<file path="config.mk">
export PLATFORM = sky130hd
export DESIGN_NAME = noise_bit_receiver
export DESIGN_NICKNAME = d
export VERILOG_FILES = /design/src/rtl/noise_bit_receiver.sv
export SDC_FILE = /design/constraint.sdc
export NUM_CORES = 1
export LEC_CHECK = 0
export CAP_MARGIN = 10
export CELL_PAD_IN_SITES_DETAIL_PLACEMENT = 1
export CELL_PAD_IN_SITES_GLOBAL_PLACEMENT = 1
export CORE_MARGIN = 2
export CORE_UTILIZATION = 35
export DETAILED_ROUTE_END_ITERATION = 8
export PLACE_DENSITY = 0.63
export SLEW_MARGIN = 20
export SYNTH_ARGS = -nofsm -noshare
export SYNTH_HDL_FRONTEND = slang
export SYNTH_SLANG_ARGS = --single-unit
</file>
<file path="constraint.sdc">
create_clock -name clk -period 2 [get_ports clk]
set_clock_uncertainty 0.15 [all_clocks]
set_input_delay 0.4 -clock clk [delete_from_list [all_inputs] [get_ports clk]]
set_output_delay 0.4 -clock clk [all_outputs]
set_load 0.02 [all_outputs]
</file>
<file path="src/rtl/noise_bit_receiver.sv">
// Receive side of the noise channel: counts toggles on a sensed activity line per
// window, slices each window to a bit, hunts for a preamble and frames payload bytes.
module noise_bit_receiver #(
   parameter int         WINDOW      = 256,
   parameter int         CNT_W       = 9,
   parameter int         THRESH      = 128,
   parameter logic [7:0] PREAMBLE    = 8'hA5,
   parameter int         FRAME_BYTES = 4
) (
   input  logic       clk,
   input  logic       rst,
   input  logic       enable,
   input  logic       sense_in,
   input  logic       rx_ready,
   output logic [7:0] rx_data,
   output logic       rx_valid,
   output logic       locked,
   output logic       overrun,
   output logic       bit_out,
   output logic       bit_strobe
);
   // state | meaning
   // IDLE  | receiver stopped; window, toggle and shift state held at zero
   // HUNT  | slicing bits and searching the shift register for PREAMBLE
   // DATA  | assembling FRAME_BYTES payload bytes, MSB first
   typedef enum logic [1:0] {
      S_IDLE = 2'd0,
      S_HUNT = 2'd1,
      S_DATA = 2'd2
   } state_t;

   localparam int              WC_W      = $clog2(WINDOW);
   localparam int              BC_W      = (FRAME_BYTES > 1) ? $clog2(FRAME_BYTES) : 1;
   localparam logic [WC_W-1:0] WIN_LAST  = WC_W'(WINDOW - 1);
   localparam logic [BC_W-1:0] BYTE_LAST = BC_W'(FRAME_BYTES - 1);
   localparam logic [CNT_W:0]  THRESH_X  = (CNT_W + 1)'(THRESH);
   localparam logic [CNT_W-1:0] TCNT_MAX = '1;

   state_t            state_q, state_d;
   logic              sync1, sync2, prev;
   logic              toggle;
   logic [WC_W-1:0]   wcnt;
   logic [CNT_W-1:0]  tcnt;
   logic [CNT_W:0]    tsum;
   logic              bit_dec;
   logic              run;
   logic              win_end;
   logic [7:0]        sh, sh_next;
   logic [2:0]        bitcnt;
   logic [BC_W-1:0]   bytecnt;
   logic              byte_done, frame_done;
   logic              load_pend;
   logic [7:0]        byte_pend;

   assign toggle  = sync2 ^ prev;
   assign run     = enable && (state_q != S_IDLE);
   assign win_end = run && (wcnt == WIN_LAST);
   // the toggle seen on the window-end cycle still belongs to the ending window
   assign tsum    = {1'b0, tcnt} + {{CNT_W{1'b0}}, toggle};
   assign bit_dec = (tsum >= THRESH_X);
   assign sh_next = {sh[6:0], bit_dec};

   always_comb begin
      state_d    = state_q;
      byte_done  = 1'b0;
      frame_done = 1'b0;
      if (!enable) begin
         state_d = S_IDLE;
      end else begin
         case (state_q)
            S_IDLE: state_d = S_HUNT;
            S_HUNT: begin
               if (win_end && (sh_next == PREAMBLE)) state_d = S_DATA;
            end
            S_DATA: begin
               if (win_end && (bitcnt == 3'd7)) begin
                  byte_done = 1'b1;
                  if (bytecnt == BYTE_LAST) begin
                     frame_done = 1'b1;
                     state_d    = S_HUNT;
                  end
               end
            end
            default: state_d = S_IDLE;
         endcase
      end
   end

   always_ff @(posedge clk or negedge rst) begin
      if (!rst) state_q <= S_IDLE;
      else      state_q <= state_d;
   end

   always_ff @(posedge clk or negedge rst) begin
      if (!rst) begin
         sync1      <= 1'b0;
         sync2      <= 1'b0;
         prev       <= 1'b0;
         wcnt       <= '0;
         tcnt       <= '0;
         sh         <= 8'h00;
         bitcnt     <= 3'd0;
         bytecnt    <= '0;
         bit_out    <= 1'b0;
         bit_strobe <= 1'b0;
         locked     <= 1'b0;
         load_pend  <= 1'b0;
         byte_pend  <= 8'h00;
         rx_data    <= 8'h00;
         rx_valid   <= 1'b0;
         overrun    <= 1'b0;
      end else begin
         sync1      <= sense_in;
         sync2      <= sync1;
         prev       <= sync2;
         bit_strobe <= 1'b0;
         load_pend  <= byte_done;
         locked     <= (state_d == S_DATA);

         if (!run) begin
            wcnt    <= '0;
            tcnt    <= '0;
            sh      <= 8'h00;
            bitcnt  <= 3'd0;
            bytecnt <= '0;
         end else if (win_end) begin
            wcnt       <= '0;
            tcnt       <= '0;
            bit_out    <= bit_dec;
            bit_strobe <= 1'b1;
            sh         <= frame_done ? 8'h00 : sh_next;
            if (state_q == S_DATA) begin
               bitcnt <= bitcnt + 3'd1;
               if (byte_done) bytecnt <= frame_done ? '0 : bytecnt + BC_W'(1);
            end else begin
               bitcnt  <= 3'd0;
               bytecnt <= '0;
            end
         end else begin
            wcnt <= wcnt + WC_W'(1);
            if (toggle && (tcnt != TCNT_MAX)) tcnt <= tcnt + CNT_W'(1);
         end

         if (byte_done) byte_pend <= sh_next;

         // a byte arriving while the buffer is still occupied is lost, not queued
         if (load_pend) begin
            if (!rx_valid || rx_ready) begin
               rx_data  <= byte_pend;
               rx_valid <= 1'b1;
            end else begin
               overrun <= 1'b1;
            end
         end else if (rx_valid && rx_ready) begin
            rx_valid <= 1'b0;
         end
      end
   end

endmodule

</file>
Yosys cells after proc, flatten, opt, wreduce, memory -nomap -nowiden

Index checks and enable logic that the tools add are counted.
W data, S select, Z words.

Input bits: 5
Bits in registers: 56
Word-level logic and storage cells: 86

Equality and inequality tests: 12
Bitwise operators: 2
Multiplexer cells: 33
$lt $le $gt $ge: 1
Add/sub/neg operators: 5
Reduce and logical (&&, ||, !) cells: 16

Operators by type and width:

| operator              | count |
|---|---|
| $mux W9               | 3 |
| $mux W7               | 3 |
| $mux W2               | 9 |
| $eq A8 B8 Y1 const B  | 2 |
| $mux W8               | 2 |
| $mux W1               | 12 |
| $add A9 B1 Y10        | 1 |
| $ge A10 B8 Y1 const B | 1 |
| $reduce_and A2 Y1     | 5 |
| $add A9 B1 Y9 const B | 1 |
| $mux W3               | 3 |
| $ne A9 B9 Y1 const B  | 1 |
| $add A8 B1 Y8 const B | 1 |
| $eq A2 B2 Y1 const B  | 3 |
| $logic_and A1 B1 Y1   | 6 |
| $pmux W2 S3           | 1 |
| $ne A2 B1 Y1 const B  | 2 |
| $reduce_bool A2 Y1    | 2 |
| $add A3 B1 Y3 const B | 1 |
| $eq A3 B3 Y1 const B  | 1 |
| $ne A3 B1 Y1 const B  | 1 |
| $ne A3 B3 Y1 const B  | 1 |
| $add A2 B1 Y2 const B | 1 |
| $eq A2 B1 Y1 const B  | 1 |
| 5 further kinds       | 5 |

Depth between registers and ports, before layout

Gate-level depths: netlist of the first run.

Depth after elaboration: 12
Mapped depth: 8
Gate-level depth less buffers: 7

Worst setup path after synthesis of the first run

No wires, ideal clock.

Path type: register -> register
Start point: reg prev
End point: reg byte_pend[0]
Path buffers: 0
Setup time: 0.125 ns
Clock period less this slack: 2.172 ns
Path slack: -0.172 ns
Data required time: 1.725 ns
Arrival time: 1.898 ns
Cell stages (with the launch flop): 8
Cell sequence: dfrtp_1 -> xnor2_1 -> inv_1 -> ha_1 -> ha_1 -> a211oi_1 -> mux2i_1 -> mux2_2

Cells in the longest elaborated chain, start to end: 3

RTL lines:

| what                     | RTL line | text |
|---|---|---|
| start: declaration       | 40       | `logic sync1, sync2, prev;` |
| start signal: assignment | 115      | `prev <= sync2;` |
| $xor A1 B1 Y1            | 55       | `assign toggle = sync2 ^ prev;` |
| $add A9 B1 Y10           | 59       | `assign tsum = {1'b0, tcnt} + {{CNT_W{1'b0}}, toggle};` |
| $ge A10 B8 Y1            | 60       | `assign bit_dec = (tsum >= THRESH_X);` |
| end signal: assignment   | 144      | `if (byte_done) byte_pend <= sh_next;` |
| end: declaration         | 53       | `logic [7:0] byte_pend;` |

Every way passes these cells.
A chain may end at the register's enable or synchronous reset.

Worst setup path after layout of the first run

Start point: reg prev
End point: reg state_q[0]

Cells in the longest elaborated chain, start to end: 8

RTL lines:

| what                   | RTL line | text |
|---|---|---|
| $xor A1 B1 Y1          | 55       |  |
| $add A9 B1 Y10         | 59       |  |
| $ge A10 B8 Y1          | 60       |  |
| $eq A8 B8 Y1           | 73       | `if (win_end && (sh_next == PREAMBLE)) state_d = S_DATA;` |
| $logic_and A1 B1 Y1    | 73       |  |
| $mux W2                | 73       |  |
| $pmux W2 S3            | 70       | `case (state_q)` |
| $mux W2                | 67       | `if (!enable) begin` |
| via state_d[0]         | 39       | `state_t state_q, state_d;` |
| end signal: assignment | 91       | `else state_q <= state_d;` |
| end: declaration       | 39       |  |

The timed path passes the listed nets, and every way through them passes these cells.

==> results of run 1 <==
[cells in the mapped netlist, types with 3 or more instances]
cell type / n
a21oi_1: 4
a22o_1: 11
dfrtp_1: 56
ha_1: 8
inv_1: 3
mux2_1: 7
mux2_2: 11
nand2_1: 9
nand3_1: 8
nor2_1: 22
nor3_1: 3
nor4_1: 3
o21ai_0: 3
xnor2_1: 10
xor2_1: 3
[sequential cells by signal, indices dropped and copies added, names as in the netlist, 2 cells and up]
register / count
bitcnt: 3
byte_pend: 8
bytecnt: 2
rx_data: 8
sh: 7
state_q: 2
tcnt: 9
wcnt: 8
[power by group through the flow]
stage / combinational, uW / sequential [uW] / clock, uW
finish: 90.9 / 1150 / 612
global route: 103 / 1150 / 679
CTS: 89.0 / 1150 / 654
detailed placement: 87.1 / 1170 / 0
global placement: 85.7 / 1170 / 0
floorplan: 28.6 / 1170 / 0
[logic make-up (layout without fill, tap and decap cells)]
family,Yosys count,after routing,synth area share (%)
buffers and inverters,7,52,1.50
xor gates and xnor gates,13,13,4.72
AOI/OAI and AO/OA,29,29,8.87
muxes,19,19,8.82
and+or+nand+nor,61,61,13.8
DFF,56,56,58.1
adders and majority gates,8,8,4.15
[routing by layer]
metal | up-vias | track usage, %
met2 | 16 | 20.1
met1 | 787 | 19.2
met5 | - | 0
met3 | 3 | 3.13
li1 | 780 | -
met4 | 0 | 4.26
[metrics by stage]
step	hold slack, ns	cells	TNS (ns)	util, %
final	0.209	318	0	44.6
after global routing	0.227	318	-0.147	44.6
after CTS	0.213	317	0	43.8
after detailed placement	0.197	308	-1.84	42.3
after global placement	0.186	308	-0.596	42.3
after floorplan	-0.0456	193	0	-
[worst max-delay path by stage]
stage	slack (ns)	start	end	cells past startpoint
floorplan	0.001	sync2$_DFF_PN0_	state_q[0]$_DFF_PN0_	7
global placement	-0.06	enable	byte_pend[0]$_DFFE_PN0P_	5
detailed placement	-0.12	enable	state_q[0]$_DFF_PN0_	5
CTS	0.03	sync2$_DFF_PN0_	state_q[0]$_DFF_PN0_	7
global route	-0.08	sync2$_DFF_PN0_	state_q[0]$_DFF_PN0_	7
finish	0.02	prev$_DFF_PN0_	state_q[0]$_DFF_PN0_	7
[what timing repair did]
action / in CTS / in global routing
pin swaps: 0 / 5
hold buffers: 1 / 0
setup buffers: 0 / 1
hold endpoints to repair: 56 / 0
endpoints found under the setup margin: 2 / 12
gates resized for setup: 2 / 10
[critical path, stage by stage (launching register included)]
cell and delay, ns:
dfrtp_1 0.41, xnor2_2 0.15, inv_1 0.06, ha_2 0.17
nand3_1 0.09, nor2_2 0.14, mux2_4 0.36, o311a_1 0.33
[cell type report]
cell class / instances / share of cell area [%]
clock buffer: 7 / 2.54
clock inverter: 1 / 0.292
inverter: 3 / 0.375
multi-input combinational: 130 / 34.7
sequential: 56 / 46.7
tap: 80 / 3.34
timing repair buffer: 41 / 12.0
==> run summary, run 1 <==
Initial core utilization -> 35.9%
Post-DP Area -> 0.00284 mm^2
Max Slew Vio Count -> 0
Worst setup EP type -> flip-flop
Largest net degree at the start of global routing -> 57
DPL Wire Length -> 3270 um
Main synth FF type -> dfrtp_1
N_diodes -> 0
Root Driver -> clkbuf_8
Die W -> 87.0 um
Area grow syn2layout -> 24.3%
Seq cells post-synth -> 56
Tot Pwr -> 1850 uW
Relative slew slack -> 54.6%
Critical path startpoint category -> flip-flop
Synth area leader -> dfrtp_1
Leak Pwr -> 0.00141 uW
Iteration-0 DRC count of the detailed router -> 68
Top cells by area, synth -> dfrtp_1, mux2_2, ha_1, a22o_1, xnor2_1
# port buffers -> 17
GP Congestion -> 0.793
Setup ws final -> 0.0214 ns
Detailed Routing Iterations Pass 1 -> 4
Reg2Reg Launch Point -> prev$_DFF_PN0_
Commonest cells after routing, fill and taps aside -> dfrtp_1, buf_4, nor2_1
Hold path startpoint -> sync1$_DFF_PN0_
TritonCTS Buffers -> 5
Kind of critical path -> reg -> reg
Final hold violation count -> 0
CTS Buffer Depth -> 2
Area share of the largest cell type after synthesis -> 58.1%
Max H-tree Level -> 2
Final wirelength -> 4600 um
Met1 Routed Length -> 2340 um
Post-synth cell types -> 40
Met3 wire len -> 133 um
Clock network power share -> 33.1%
Comb pwr share -> 4.9%
# DRC -> 0
Final setup viols -> 0
Most common cell after layout, fill and taps aside -> dfrtp_1
Cells after Synth -> 193
Hold path depth -> 0
Drt wl/cell -> 14.5 um
CTS tree -> yes
Vias after detailed routing -> 1586
Switching Share -> 22.8%
FF-to-FF End -> state_q[0]$_DFF_PN0_
Clock Latency Late Sink -> 0.31 ns
Syn. warnings -> 0
Die ar. -> 0.00757 mm^2
Reg area -> 0.00140 mm^2
CP required -> 2.05 ns
Layout cells sized above 1 -> 23.9%
Gr usage total -> 13.4%
Fin area -> 0.00300 mm^2
Status -> complete, no violations
Synthesized area -> 0.00241 mm^2
Core Area -> 0.00672 mm^2
Filler cells -> 717
Fraction of registers with async set/reset -> 100%
Reg2Reg Depth -> 7
Pre-CTS setup slack -> -0.124 ns
Die height -> 87.0 um
Period utilization -> 98.9%
Seq/Total Area, Yosys -> 58.1%
Initial antenna violation count -> 0
Highest metal used -> met4
Hold Path Class -> reg -> reg
Vias in the first global route -> 1649
Power density over cell area -> 616 mW/mm^2
Worst Path Max Fanout -> 4
CTS Sinks -> 56
Crit path DAT -> 2.03 ns
Slew @ Worst Pin -> 0.679 ns
Sw power -> 422 uW
Global route overflow -> 0
Syn Area/Cell -> 12.5 um^2
Via-to-Cell Ratio -> 4.99
Flop pwr share -> 62.0%
Nets -> 250
Hold EP -> sync2$_DFF_PN0_
WL met2 -> 2110 um
Maximum VDD drop -> 0.329 mV
Final min period -> 1.98 ns
Multi-input gate area -> 0.00104 mm^2
Std cell rows -> 30
Max cap viols -> 0
Flop2flop setup slack -> 0.02 ns
Number of synthesized flops with an enable pin -> 0
Post-route ant nets -> 0
Fmax -> 0.505 GHz
RSZ-0062 raised after global routing -> true
Clock Pin Slew Worst Setup and Hold Paths -> 0.10 ns
I/O pin cnt -> 18
Syn nets -> 206
Internal power -> 1430 uW
First-pass GRT wire length -> 7950 um
Note: power is estimated with default switching activity, not from simulation.
==> run 2: changes to the inputs <==
Settings changed: CAP_MARGIN 10 to 20.
==> results of run 2 <==
The final DEF is identical to that of run 1; final timing and power are the same.
==> run 3: changes to the inputs <==
Settings changed: ABC_AREA from default to 1, PLACE_DENSITY 0.63 to 0.65.
==> run summary, run 3 <==
Status -> complete, no violations
Max reg flops -> 9
Synth area leader -> dfrtp_1
Clock Pin Slew Worst Setup and Hold Paths -> 0.10 ns
Maximum VDD drop -> 0.413 mV
Post-synth cell types -> 30
DPL Wire Length -> 3840 um
# port buffers -> 17
Via-to-Cell Ratio -> 4.63
Synthesized area -> 0.00255 mm^2
Initial core utilization -> 35.7%
Layout cells sized above 1 -> 24.9%
Crit path depth -> 11
Syn nets -> 279
Hold Path Class -> reg -> reg
RSZ-0062 raised after global routing -> false
I/O pin cnt -> 18
Syn. warnings -> 0
WP buf/inv -> 1
Relative slew slack -> 77.3%
Seq/Total Area, Yosys -> 55.0%
Root Driver -> clkbuf_8
Max cap viols -> 0
Postcts setup bufs -> 0
CP Cell Sequence -> nand2_1 -> nor2_2 -> inv_1 -> nor3_2 -> ha_1 -> nand3b_4 -> nor2_4 -> nand2_1 -> nor2_2 -> xnor2_1 -> nor2_1
TritonCTS Buffers -> 5
Core Area -> 0.00714 mm^2
Setup ws final -> 0.133 ns
Gr usage total -> 15.1%
Initial antenna violation count -> 0
CTS tree -> yes
Largest net degree at the start of global routing -> 57
Filler cells -> 863
Fin area -> 0.00317 mm^2
Fraction of registers with async set/reset -> 100%
Iteration-0 DRC count of the detailed router -> 71
Max stage delay on crit path -> 0.42 ns
GP Congestion -> 0.764
Power density over cell area -> 602 mW/mm^2
Period utilization -> 93.4%
Post-route ant nets -> 0
Final min period -> 1.87 ns
Clock Latency Late Sink -> 0.31 ns
Reg2Reg Depth -> 11
Final wirelength -> 5280 um
Kind of critical path -> reg -> reg
Commonest cells after routing, fill and taps aside -> nand2_1, dfrtp_1, inv_1
Leak Pwr -> 0.00152 uW
Crit path max-delay family -> simple AND/OR/NAND/NOR gates
Final hold slack -> 0.216 ns
Max Slew Vio Count -> 0
Reg area -> 0.00140 mm^2
Post-DP Area -> 0.00298 mm^2
Max H-tree Level -> 2
CP required -> 2.06 ns
Pre-CTS setup slack -> -0.0540 ns
Worst Path Max Fanout -> 4
Count leader, synth -> nand2_1
Final Non-Filler Cells -> 408
Seq cells post-synth -> 56
Largest Register -> tcnt
Vias after detailed routing -> 1891
Commonest cells post-synth -> nand2_1, dfrtp_1, inv_1
Multi-input gate area -> 0.00107 mm^2
Nets -> 321
Global route overflow -> 0
Cells after Synth -> 266
Slew @ Worst Pin -> 0.340 ns
# DRC -> 0
Std cell rows -> 31
Vias in the first global route -> 1923
Fmax -> 0.536 GHz
Syn Area/Cell -> 9.57 um^2
Number of synthesized flops with an enable pin -> 0
Area share of the largest cell type after synthesis -> 55.0%
Final hold violation count -> 0
Area grow syn2layout -> 24.4%
First-pass GRT wire length -> 9070 um
Placed cells -> 399
Die W -> 89.3 um
Worst setup EP type -> flip-flop
Critical-path top delay cell -> dfrtp_1
CTS Buffer Depth -> 2
Die height -> 89.3 um
Hold path depth -> 0
Top cells by area, synth -> dfrtp_1, nand2_1, inv_1, ha_1, nand3_1
Critical path startpoint category -> flip-flop
Die ar. -> 0.00797 mm^2
CTS Sinks -> 56
Main synth FF type -> dfrtp_1
Final core utilization -> 44.4%
Drt wl/cell -> 12.9 um
N_diodes -> 0
Crit path DAT -> 1.93 ns
Final setup viols -> 0
Detailed Routing Iterations Pass 1 -> 4
[run 3: changes by cell type in the layout (fill, tap and decap cells not counted), sizes merged, moves of 5 or more]
cell	previous run	this run
nand3	8	18
mux2	18	7
inv	3	37
a21oi	4	9
o21ai	5	25
nand2	9	64
xnor2	10	1
a22o	11	0
[run 3: path summary, 6_finish.rpt]
check | start | to | slack [ns]
hold / removal | sync1$_DFF_PN0_ | sync2$_DFF_PN0_ | 0.22
setup reg to reg | tcnt[5]$_DFFE_PN0P_ | tcnt[5]$_DFFE_PN0P_ | 0.13
max in group asynchronous | rst | bit_out$_DFFE_PN0P_ | 0.98
min in group asynchronous | rst | rx_data[3]$_DFFE_PN0P_ | 0.44
hold reg to reg | sync1$_DFF_PN0_ | sync2$_DFF_PN0_ | 0.22
setup / recovery | tcnt[5]$_DFFE_PN0P_ | tcnt[5]$_DFFE_PN0P_ | 0.13
[run 3: layout make-up]
class	instances	share of cell area (%)
clock inverters	2	0.435
flip-flops and latches	56	44.3
clock buffers	6	2.61
well taps	99	3.91
multi-input cells	171	33.9
repair buffers	38	10.7
inverters	36	4.27
[run 3: timing repair]
item / 4_1_cts / 5_1_grt
pin swaps: 0 / 5
setup endpoints to repair: 2 / 13
hold buffers: 1 / 0
gates resized for setup: 2 / 21
endpoints found under the hold margin: 56 / 0
[run 3: kinds of logic (layout without fill, tap and decap cells)]
| family | Yosys count | count (layout) | synth area share [%] |
|---|---|---|---|
| AND/OR/NAND/NOR | 116 | 116 | 22.3 |
| multiplexers | 7 | 7 | 3.10 |
| AO/OA/AOI/OAI | 39 | 39 | 9.19 |
| buffers and inverters | 39 | 82 | 6.14 |
| XOR/XNOR | 1 | 1 | 0.344 |
| adder cells (fa/ha/maj) | 8 | 8 | 3.93 |
| flip-flops | 56 | 56 | 55.0 |
[run 3: worst reg2reg max path, cell delays in order (launching register included)]
cell,delay (ns)
dfrtp_1,0.42
nand2_1,0.11
nor2_2,0.06
inv_1,0.09
nor3_2,0.04
ha_1,0.17
nand3b_4,0.18
nor2_4,0.13
nand2_1,0.08
nor2_2,0.16
xnor2_1,0.13
nor2_1,0.06
[run 3: through the flow]
step                power (uW)  setup TNS (ns)
finish                    1900               0
floorplan                 1200               0
detailed placement        1260          -0.142
global placement          1260        -0.00528
CTS                       1930               0
global route              2010               0
[run 3: layer usage]
layer | vias up | track usage, % | share of wire (%)
li1 | 939 | - | -
met4 | 0 | 6.51 | 1.9
met1 | 929 | 20.4 | 47
met3 | 8 | 2.77 | 2.1
met5 | - | 0 | 0
met2 | 15 | 23.8 | 49
[run 3: power breakdown]
group / internal [uW] / switching [uW] / total (uW)
clock: 284 / 377 / 661
combinational: 38.0 / 60.8 / 98.8
sequential: 1140 / 6.23 / 1150
